$ cat config.mk
export PLATFORM = sky130hd
export DESIGN_NAME = wormhole_output_arbiter
export DESIGN_NICKNAME = d
export VERILOG_FILES = /design/src/rtl/wormhole_output_arbiter.sv
export SDC_FILE = /design/constraint.sdc
export NUM_CORES = 1
export LEC_CHECK = 0
export CAP_MARGIN = 5
export CORE_MARGIN = 3
export CORE_UTILIZATION = 49
export CTS_CLUSTER_DIAMETER = 200
export DETAILED_ROUTE_END_ITERATION = 7
export PLACE_DENSITY = 0.86
export SLEW_MARGIN = 20
export SYNTH_ARGS = -nofsm -noshare
export SYNTH_HDL_FRONTEND = slang
export SYNTH_SLANG_ARGS = --single-unit
$ cat constraint.sdc
create_clock -name clk -period 3.82 [get_ports clk]
set_input_delay 0.764 -clock clk [delete_from_list [all_inputs] [get_ports clk]]
set_output_delay 0.764 -clock clk [all_outputs]
set_load 0.02 [all_outputs]
$ cat src/rtl/wormhole_output_arbiter.sv
// -----------------------------------------------------------------------------
// wormhole_output_arbiter
//
// Per-output arbiter and flow controller for a 5-port wormhole mesh router.
// While idle it picks one input whose head flit (HEAD or SINGLE) targets this
// output, searching round-robin from rr_ptr. The grant is then held until that
// packet's TAIL (or the SINGLE flit itself) has been forwarded, so packets never
// interleave on the link. Flits move only when the owner is requesting and the
// downstream ON/OFF signal allows it.
//
// Ports:
//   clk        rising-edge clock
//   rst        asynchronous, active-low reset
//   req        per-input request: FIFO non-empty and head flit routed here
//   in_flits   head-of-queue flit of input i at [i*FLIT_SIZE +: FLIT_SIZE]
//   on_off     downstream back-pressure (1 = may send, 0 = stall)
//   grant      registered one-hot owner of this output, 0 when idle
//   rd_en      combinational FIFO pop = grant & req & {NUM_PORTS{on_off}}
//   out_flit   registered flit driven onto the link
//   out_wr_en  registered valid for out_flit
//   busy       high while a packet holds the output
//   err        sticky protocol error (BODY/TAIL seen at head while idle)
// -----------------------------------------------------------------------------
module wormhole_output_arbiter #(
    parameter int unsigned NUM_PORTS = 5,
    parameter int unsigned FLIT_SIZE = 8
) (
    input  logic                           clk,
    input  logic                           rst,
    input  logic [NUM_PORTS-1:0]           req,
    input  logic [NUM_PORTS*FLIT_SIZE-1:0] in_flits,
    input  logic                           on_off,
    output logic [NUM_PORTS-1:0]           grant,
    output logic [NUM_PORTS-1:0]           rd_en,
    output logic [FLIT_SIZE-1:0]           out_flit,
    output logic                           out_wr_en,
    output logic                           busy,
    output logic                           err
);

    localparam int unsigned PW = (NUM_PORTS > 1) ? $clog2(NUM_PORTS) : 1;

    localparam logic [0:0] ST_IDLE   = 1'b0;
    localparam logic [0:0] ST_LOCKED = 1'b1;

    // Flit type encodings carried in the top two bits of every flit.
    localparam logic [1:0] TYPE_BODY   = 2'b00;
    localparam logic [1:0] TYPE_TAIL   = 2'b01;
    localparam logic [1:0] TYPE_HEAD   = 2'b10;
    localparam logic [1:0] TYPE_SINGLE = 2'b11;

    // -------------------------------------------------------------------------
    // State
    // -------------------------------------------------------------------------
    logic [0:0]           state_q,    state_d;
    logic [NUM_PORTS-1:0] grant_q,    grant_d;
    logic [PW-1:0]        owner_q,    owner_d;
    logic [PW-1:0]        rr_ptr_q,   rr_ptr_d;
    logic [FLIT_SIZE-1:0] out_flit_q, out_flit_d;
    logic                 out_wr_q,   out_wr_d;
    logic                 err_q,      err_d;

    // -------------------------------------------------------------------------
    // Per-input flit decode
    // -------------------------------------------------------------------------
    logic [FLIT_SIZE-1:0] flit_arr [NUM_PORTS];
    logic [1:0]           ftype    [NUM_PORTS];
    logic [NUM_PORTS-1:0] eligible;
    logic [NUM_PORTS-1:0] bad_head;

    always_comb begin
        for (int unsigned i = 0; i < NUM_PORTS; i++) begin
            flit_arr[i] = in_flits[i*FLIT_SIZE +: FLIT_SIZE];
            ftype[i]    = flit_arr[i][FLIT_SIZE-1 -: 2];
            eligible[i] = req[i] && ((ftype[i] == TYPE_HEAD) || (ftype[i] == TYPE_SINGLE));
            bad_head[i] = req[i] && ((ftype[i] == TYPE_BODY) || (ftype[i] == TYPE_TAIL));
        end
    end

    // -------------------------------------------------------------------------
    // Round-robin search starting at rr_ptr_q. The index is formed one bit
    // wider than rr_ptr so rr_ptr + k cannot overflow before the explicit wrap.
    // -------------------------------------------------------------------------
    logic          win_found;
    logic [PW-1:0] win_idx;
    logic [PW:0]   probe;

    always_comb begin
        win_found = 1'b0;
        win_idx   = '0;
        probe     = '0;
        for (int unsigned k = 0; k < NUM_PORTS; k++) begin
            probe = {1'b0, rr_ptr_q} + (PW+1)'(k);
            if (probe >= (PW+1)'(NUM_PORTS)) begin
                probe = probe - (PW+1)'(NUM_PORTS);
            end
            if (!win_found && eligible[probe[PW-1:0]]) begin
                win_found = 1'b1;
                win_idx   = probe[PW-1:0];
            end
        end
    end

    // -------------------------------------------------------------------------
    // Owner-side transfer decode
    // -------------------------------------------------------------------------
    logic [FLIT_SIZE-1:0] owner_flit;
    logic [1:0]           owner_type;
    logic                 xfer;
    logic                 owner_last;
    logic [PW-1:0]        owner_next;

    always_comb begin
        owner_flit = flit_arr[owner_q];
        owner_type = owner_flit[FLIT_SIZE-1 -: 2];
        xfer       = (state_q == ST_LOCKED) && req[owner_q] && on_off;
        owner_last = (owner_type == TYPE_TAIL) || (owner_type == TYPE_SINGLE);
        if (owner_q == PW'(NUM_PORTS-1)) begin
            owner_next = '0;
        end else begin
            owner_next = owner_q + PW'(1);
        end
    end

    // -------------------------------------------------------------------------
    // Next-state logic
    // -------------------------------------------------------------------------
    always_comb begin
        state_d    = state_q;
        grant_d    = grant_q;
        owner_d    = owner_q;
        rr_ptr_d   = rr_ptr_q;
        out_flit_d = out_flit_q;
        out_wr_d   = 1'b0;
        err_d      = err_q;

        case (state_q)
            ST_IDLE: begin
                // A non-head flit presented at the head of a queue while no
                // packet is open means the upstream framing is broken.
                if (|bad_head) begin
                    err_d = 1'b1;
                end
                // Arbitration happens regardless of on_off; nothing moves
                // this cycle because grant_q is still zero.
                if (win_found) begin
                    state_d          = ST_LOCKED;
                    owner_d          = win_idx;
                    grant_d          = '0;
                    grant_d[win_idx] = 1'b1;
                end
            end
            default: begin
                // A stall (owner FIFO empty or downstream OFF) keeps the lock
                // and ignores every other request; rr_ptr only moves when the
                // packet completes.
                if (xfer) begin
                    out_flit_d = owner_flit;
                    out_wr_d   = 1'b1;
                    if (owner_last) begin
                        state_d  = ST_IDLE;
                        grant_d  = '0;
                        rr_ptr_d = owner_next;
                    end
                end
            end
        endcase
    end

    always_ff @(posedge clk or negedge rst) begin
        if (!rst) begin
            state_q    <= ST_IDLE;
            grant_q    <= '0;
            owner_q    <= '0;
            rr_ptr_q   <= '0;
            out_flit_q <= '0;
            out_wr_q   <= 1'b0;
            err_q      <= 1'b0;
        end else begin
            state_q    <= state_d;
            grant_q    <= grant_d;
            owner_q    <= owner_d;
            rr_ptr_q   <= rr_ptr_d;
            out_flit_q <= out_flit_d;
            out_wr_q   <= out_wr_d;
            err_q      <= err_d;
        end
    end

    // -------------------------------------------------------------------------
    // Outputs
    // -------------------------------------------------------------------------
    assign grant     = grant_q;
    assign rd_en     = grant_q & req & {NUM_PORTS{on_off}};
    assign out_flit  = out_flit_q;
    assign out_wr_en = out_wr_q;
    assign busy      = (state_q == ST_LOCKED);
    assign err       = err_q;

    // -------------------------------------------------------------------------
    // Structural invariants
    // -------------------------------------------------------------------------
    a_grant_onehot0 : assert property (@(posedge clk) disable iff (!rst)
        $onehot0(grant_q));
    a_grant_iff_locked : assert property (@(posedge clk) disable iff (!rst)
        ((state_q == ST_LOCKED) == (grant_q != '0)));
    a_rr_in_range : assert property (@(posedge clk) disable iff (!rst)
        (rr_ptr_q < PW'(NUM_PORTS)));

endmodule

==> results of run 1 <==
[state kept, by name (all words and copies together), names as in the netlist]
name	flops
out_flit	8
busy	1
owner_q	3
out_wr_en	1
rr_ptr_q	3
grant	5
err	1
[layout make-up]
type / count / area [sq um] / share of cell area, %
Clock inverter: 1 / 30.03 / 0.9415
Clock buffer: 3 / 41.29 / 1.295
Inverter: 16 / 60.06 / 1.883
Tap cell: 52 / 65.06 / 2.040
Sequential cell: 22 / 550.5 / 17.26
Timing Repair Buffer: 75 / 733.2 / 22.99
Multi-Input combinational cell: 224 / 1709 / 53.59
[metrics by stage]
stage / area, sq um / util [%] / cells / power (uW)
2_1_floorplan: 2374 / - / 276 / 2267
3_3_place_gp: 3109 / 69.03 / 389 / 2863
3_5_place_dp: 3109 / 69.03 / 389 / 2923
4_1_cts: 3181 / 70.61 / 393 / 3153
5_1_grt: 3189 / 70.81 / 393 / 3484
6_report: 3189 / 70.81 / 393 / 3226
[synthesized netlist by cell type, types with 6 or more instances]
| master | count | area [sq um] |
|---|---|---|
| a21oi_1 | 29 | 145.1 |
| dfrtp_1 | 22 | 550.5 |
| nand2_1 | 20 | 75.07 |
| nor2_1 | 18 | 67.56 |
| inv_1 | 15 | 56.30 |
| mux4_2 | 12 | 270.3 |
| o21ai_0 | 12 | 60.06 |
| a22oi_1 | 10 | 75.07 |
| ha_1 | 10 | 125.1 |
| and2_1 | 7 | 43.79 |
| nand2b_1 | 7 | 43.79 |
| nor3_1 | 7 | 35.03 |
| clkbuf_1 | 6 | 22.52 |
[cells in the final DEF (no fill, tap or decap), types with 2 or more instances in the layout]
| cell | instances |
|---|---|
| mux2i_1 | 5 |
| mux4_2 | 12 |
| a31oi_1 | 3 |
| a221o_1 | 2 |
| nand3_1 | 3 |
| nand2b_1 | 7 |
| o211ai_1 | 3 |
| nor3_1 | 7 |
| inv_1 | 15 |
| o31ai_1 | 2 |
| a22o_1 | 3 |
| nor2_1 | 18 |
| nor2b_1 | 3 |
| buf_4 | 7 |
| a211oi_1 | 5 |
| or3_1 | 3 |
| a22oi_1 | 10 |
| nand2_1 | 20 |
| a221oi_1 | 2 |
| clkdlybuf4s50_1 | 68 |
| a32o_1 | 4 |
| or2_2 | 3 |
| nand4_1 | 2 |
| and3_1 | 5 |
| clkbuf_8 | 3 |
| o21ai_0 | 12 |
| ha_1 | 10 |
| o21bai_1 | 2 |
| and2_1 | 7 |
| a21o_1 | 5 |
| dfrtp_1 | 22 |
| a21oi_1 | 29 |
| xnor2_1 | 3 |
| a211o_1 | 3 |
| o21a_1 | 4 |
| o22ai_1 | 2 |
[power by group through the flow]
stage          combinational [uW]  sequential (uW)  clock [uW]
2_1_floorplan                1770              496           0
3_3_place_gp                 2380              482           0
3_5_place_dp                 2440              485           0
4_1_cts                      2460              479         218
5_1_grt                      2750              500         229
6_report                     2530              480         215
[logic make-up after synthesis]
logic type	share of synthesized area, %
AOI/OAI and AO/OA	30.21
and+or+nand+nor	20.24
buffers and inverters	5.166
DFF	23.19
muxes	13.97
adders and majority gates	6.115
xor gates and xnor gates	1.107
[layer usage]
| metal | wire [um] | global-route usage, % | up-vias |
|---|---|---|---|
| li1 | - | - | 1182 |
| met1 | 3059 | 36.51 | 1201 |
| met2 | 3656 | 41.42 | 138 |
| met3 | 617 | 5.937 | 16 |
| met4 | 105 | 4.466 | 0 |
| met5 | 0 | 0 | - |
[worst max-delay path, cell delays in order, from the launching register on]
cell and delay (ps):
dfrtp_1 520, ha_1 240, inv_1 80, fa_1 500
o21bai_1 260, a21oi_1 100, or4_1 470, a32o_1 270
or2_4 260, or3_1 370, a21o_1 220, a32o_1 220
[worst paths after layout]
kind	from	endpoint	slack, ps	depth (start not counted)
max	rr_ptr_q[1]	grant[1]	200	11
min	err	err	470	1
max reg2reg	rr_ptr_q[1]	grant[1]	200	11
min reg2reg	err	err	470	1
max in group asynchronous	rst	grant[4]	2210	1
min in group asynchronous	rst	out_wr_en	1030	1
==> metrics.md, run 1 <==
| Metric | Value |
|---|---|
| Status | `finished clean` |
| Initial core utilization | `52.69%` |
| Layout Nets | `401` |
| Overall routing resource usage | `25.90%` |
| Pre-CTS setup slack | `287.5 ps` |
| Initial DRC count | `286` |
| Filler cells | `351` |
| Sw Ratio | `50.57%` |
| Clock Skew | `4.795 ps` |
| Worst hold path type | `flip-flop to flip-flop` |
| Clock sinks | `22` |
| Worst Path Max Fanout | `9` |
| IO buf count | `68` |
| Final Hold Viols | `0` |
| Mapped Nets | `335` |
| Yosys reg bits | `22` |
| Routed Antenna Nets | `0` |
| Sum of negative setup slack | `0 ps` |
| Worst VDD drop | `500.8 uV` |
| # setup viols final | `0` |
| Clk buf depth | `2` |
| Worst skew pair latency | `260 ps` |
| Synth cell types | `63` |
| Fin crit share | `94.84%` |
| Routed length per instance | `18.92 um` |
| I/O pins | `69` |
| Detailed placer's ending HPWL | `5934 um` |
| Core area | `0.004504 sq mm` |
| Cts repair resizes | `0` |
| Seq pwr share | `14.9%` |
| Antenna fix cells | `0` |
| EDFF count, synth | `0` |
| Hold WS | `473.5 ps` |
| Worst-path clk slew | `80 ps` |
| Worst Setup Start Kind | `flip-flop` |
| Internal | `1595 uW` |
| Layout cell share with drive strength beyond 1 | `11.44%` |
| Main synth FF type | `dfrtp_1` |
| Die W | `75.60 um` |
| Inserted Clock Buffers | `3` |
| Leakage power | `0.001290 uW` |
| WP data arrival | `3780 ps` |
| Worst Setup Path Type | `flip-flop to flip-flop` |
| Die ar. | `0.005715 sq mm` |
| H-Tree Depth | `1` |
| Post-Syn Area | `0.002374 sq mm` |
| DRC | `0` |
| Synthesis-to-layout area growth | `34.37%` |
| Max Clock Freq | `276.0 MHz` |
| Crit path time final | `3623 ps` |
| First-pass GRT wire length | `11,390 um` |
| Gate power share | `78.5%` |
| RSZ-0062 raised after global routing | `no` |
| Final slew viol count | `0` |
| Routed WL | `7437 um` |
| Vias in the first global route | `2,368` |
| Avg Synthesized Cell Area | `8.600 sq um` |
| Synth warn | `0` |
| Gr ovfl total | `0` |
| CTS Root Buffer Type | `clkbuf_8` |
| Via count | `2,537` |
| GP Congestion | `0.9321` |
| CP endpoint kind | `flip-flop` |
| Ys async rst share | `100.0%` |
| Synthesized instance count | `276` |
| P_sw | `1631 uW` |
| WP data required | `3980 ps` |
| Vias/cell | `6.455` |
| Clock power frac | `6.7%` |
| Die H | `75.60 um` |
| Post-CTS Setup Inserts | `0` |
| CTS tree | `yes` |
| Row cnt | `24` |
| Pin count of the biggest net entering global routing | `27` |
| TritonRoute pass-1 iters | `5` |
| Final setup margin | `197.3 ps` |
| Initial antenna violation count | `0` |
| Pwr Density | `1012 mW/mm^2` |
| Worst-Margin Slew | `1026 ps` |
| Max_slew headroom | `31.37%` |
| Max Cap Viol | `0` |
| Hold buffers post-CTS | `0` |
| Sequential fraction of the synthesis area | `23.19%` |
(Power assumes the default switching activity.)
==> inputs of run 2 (changes only) <==
--- a/config.mk
+++ b/config.mk
@@ -7,10 +7,11 @@
 export LEC_CHECK = 0
 export CAP_MARGIN = 5
 export CORE_MARGIN = 3
-export CORE_UTILIZATION = 49
+export CORE_UTILIZATION = 50
+export CTS_BUF_LIST = sky130_fd_sc_hd__clkbuf_2 sky130_fd_sc_hd__clkbuf_4 sky130_fd_sc_hd__clkbuf_8
 export CTS_CLUSTER_DIAMETER = 200
 export DETAILED_ROUTE_END_ITERATION = 7
-export PLACE_DENSITY = 0.86
+export PLACE_DENSITY = 0.88
 export SLEW_MARGIN = 20
 export SYNTH_ARGS = -nofsm -noshare
 export SYNTH_HDL_FRONTEND = slang
==> metrics.md, run 2 (synthesized netlist as in run 1, its figures left out) <==
| Metric | Value |
|---|---|
| Vias in the first global route | `2,282 (was 2,368)` |
| Max Cap Viol | `0 (unchanged)` |
| Seq pwr share | `14.4% (was 14.9%)` |
| DRC | `0 (unchanged)` |
| TritonRoute pass-1 iters | `6 (was 5)` |
| Initial antenna violation count | `0 (unchanged)` |
| Pre-CTS setup slack | `324.9 ps (was 287.5 ps)` |
| CP max-delay cell | `dfrtp_1 (unchanged)` |
| H-Tree Depth | `1 (unchanged)` |
| Worst-Margin Slew | `1027 ps (was 1026 ps)` |
| CTS Root Buffer Type | `clkbuf_8 (unchanged)` |
| Fin crit share | `93.48% (was 94.84%)` |
| Worst VDD drop | `516.0 uV (was 500.8 uV)` |
| Antenna fix cells | `0 (unchanged)` |
| Pwr Density | `996.2 mW/mm^2 (was 1012 mW/mm^2)` |
| Routed length per instance | `19.53 um (was 18.92 um)` |
| Gr ovfl total | `0 (unchanged)` |
| Clock sinks | `22 (unchanged)` |
| Post-CTS Setup Inserts | `0 (unchanged)` |
| Worst hold path type | `flip-flop to flip-flop (unchanged)` |
| Final Hold Viols | `0 (unchanged)` |
| Most frequent cells in the layout | `68 x clkdlybuf4s50_1, 29 x a21oi_1, 22 x dfrtp_1 (unchanged)` |
| Synthesis-to-layout area growth | `33.32% (was 34.37%)` |
| Final slew viol count | `0 (unchanged)` |
| P_sw | `1629 uW (was 1631 uW)` |
| Internal | `1523 uW (was 1595 uW)` |
| IO buf count | `68 (unchanged)` |
| WP data arrival | `3780 ps (about the same)` |
| Routed WL | `7675 um (was 7437 um)` |
| Initial DRC count | `227 (was 286)` |
| Max_slew headroom | `31.31% (was 31.37%)` |
| Largest stage delay, worst path | `510 ps (was 520 ps)` |
| CP endpoint kind | `flip-flop (unchanged)` |
| Crit path time final | `3571 ps (was 3623 ps)` |
| Worst-path clk slew | `80 ps (about the same)` |
| Row cnt | `24 (unchanged)` |
| Pin count of the biggest net entering global routing | `27 (unchanged)` |
| Sw Ratio | `51.67% (was 50.57%)` |
| Clock power frac | `5.5% (was 6.7%)` |
| Worst Setup Start Kind | `flip-flop (unchanged)` |
| Vias/cell | `6.478 (was 6.455)` |
| Hold buffers post-CTS | `0 (unchanged)` |
| Clk buf depth | `2 (unchanged)` |
| Cts repair resizes | `0 (unchanged)` |
| Initial core utilization | `53.05% (was 52.69%)` |
| Die ar. | `0.005610 sq mm (was 0.005715 sq mm)` |
| Inserted Clock Buffers | `3 (unchanged)` |
| Worst-path cell chain | `inv_1, ha_1, ha_1, a211o_1, and2_1, a211o_1, a21oi_1, mux2i_1, a221oi_1, a32o_1 (was ha_1, inv_1, fa_1, o21bai_1, a21oi_1, or4_1, a32o_1, or2_4, or3_1, a21o_1, a32o_1)` |
| Clock Skew | `1.151 ps (was 4.795 ps)` |
| Leakage power | `0.001279 uW (was 0.001290 uW)` |
| RSZ-0062 raised after global routing | `no (unchanged)` |
| Via count | `2,546 (was 2,537)` |
| Overall routing resource usage | `26.86% (was 25.90%)` |
| Worst skew pair latency | `270 ps (was 260 ps)` |
| Worst Setup Path Type | `flip-flop to flip-flop (unchanged)` |
| Commonest non-fill, non-tap cell in the layout | `clkdlybuf4s50_1 (unchanged)` |
| Layout Nets | `401 (unchanged)` |
| Sum of negative setup slack | `0 ps (unchanged)` |
| First-pass GRT wire length | `11,490 um (was 11,390 um)` |
| Status | `finished clean (unchanged)` |
| Max reg flops | `8 (unchanged)` |
| GP Congestion | `0.9945 (was 0.9321)` |
| Die H | `74.90 um (was 75.60 um)` |
| Max Clock Freq | `280.0 MHz (was 276.0 MHz)` |
| # setup viols final | `0 (unchanged)` |
| Layout cell share with drive strength beyond 1 | `11.44% (unchanged)` |
| Die W | `74.90 um (was 75.60 um)` |
| Core area | `0.004474 sq mm (was 0.004504 sq mm)` |
| Detailed placer's ending HPWL | `6085 um (was 5934 um)` |
| CTS tree | `yes (unchanged)` |
| Gate power share | `80.1% (was 78.5%)` |
| Final setup margin | `249.1 ps (was 197.3 ps)` |
| Worst Path Max Fanout | `8 (was 9)` |
| I/O pins | `69 (unchanged)` |
| Routed Antenna Nets | `0 (unchanged)` |
| WP data required | `4030 ps (was 3980 ps)` |
[run 2: cell types whose count changed in the layout (fill, tap and decap cells not counted)]
cell	delta
bufinv_16	-1
nor4_4	-1
nor4_2	+1
clkbuf_8	+1
[run 2: worst paths after layout]
path / from / endpoint / slack [ps] / cells after the start
setup / recovery: rr_ptr_q[1] / grant[1] / 250 / 10
hold / removal: err / err / 480 / 1
setup reg to reg: rr_ptr_q[1] / grant[1] / 250 / 10
hold reg to reg: err / err / 480 / 1
max in group asynchronous: rst / rr_ptr_q[1] / 2210 / 1
min in group asynchronous: rst / out_flit[1] / 1020 / 1
[run 2: final cells by class]
| class | count | area [sq um] |
|---|---|---|
| clock buffer | 4 | 55.05 |
| tap | 52 | 65.06 |
| multi-input combinational | 224 | 1700 |
| inverter | 16 | 60.06 |
| sequential | 22 | 550.5 |
| timing repair buffer | 75 | 733.2 |
| fill | 358 | 1310 |
[run 2: layer usage]
| layer | GRT usage [%] | wire length (um) | vias up |
|---|---|---|---|
| li1 | - | - | 1190 |
| met1 | 37.40 | 3150 | 1242 |
| met2 | 43.81 | 3842 | 103 |
| met3 | 4.940 | 586 | 11 |
| met4 | 5.138 | 96 | 0 |
| met5 | 0 | 0 | - |
[run 2: power by group through the flow]
stage | Clock, uW | Sequential [uW] | Combinational [uW]
after floorplan | 0 | 496 | 1770
after global placement | 0 | 453 | 2430
final | 174 | 453 | 2530
after global routing | 186 | 473 | 2740
after detailed placement | 0 | 459 | 2460
after CTS | 176 | 455 | 2480
[run 2: metrics by stage]
stage / cells / util, % / hold WS [ps] / total power, uW / cell area (sq um)
after floorplan: 276 / - / 468.4 / 2267 / 2374
after global placement: 389 / 69.49 / 455.8 / 2880 / 3109
after detailed placement: 389 / 69.49 / 474.6 / 2923 / 3109
after CTS: 393 / 70.72 / 494.6 / 3108 / 3164
after global routing: 393 / 70.72 / 519.8 / 3395 / 3164
final: 393 / 70.72 / 484.2 / 3152 / 3164
[run 2: worst max-delay path, delay by kind of cell (launching register included)]
kind,cells,cell delay [ps]
AO/OA/AOI/OAI,5,1770
flip-flops,1,510
AND/OR/NAND/NOR,1,180
multiplexers,1,200
adder cells (fa/ha/maj),2,650
buffers and inverters,1,200
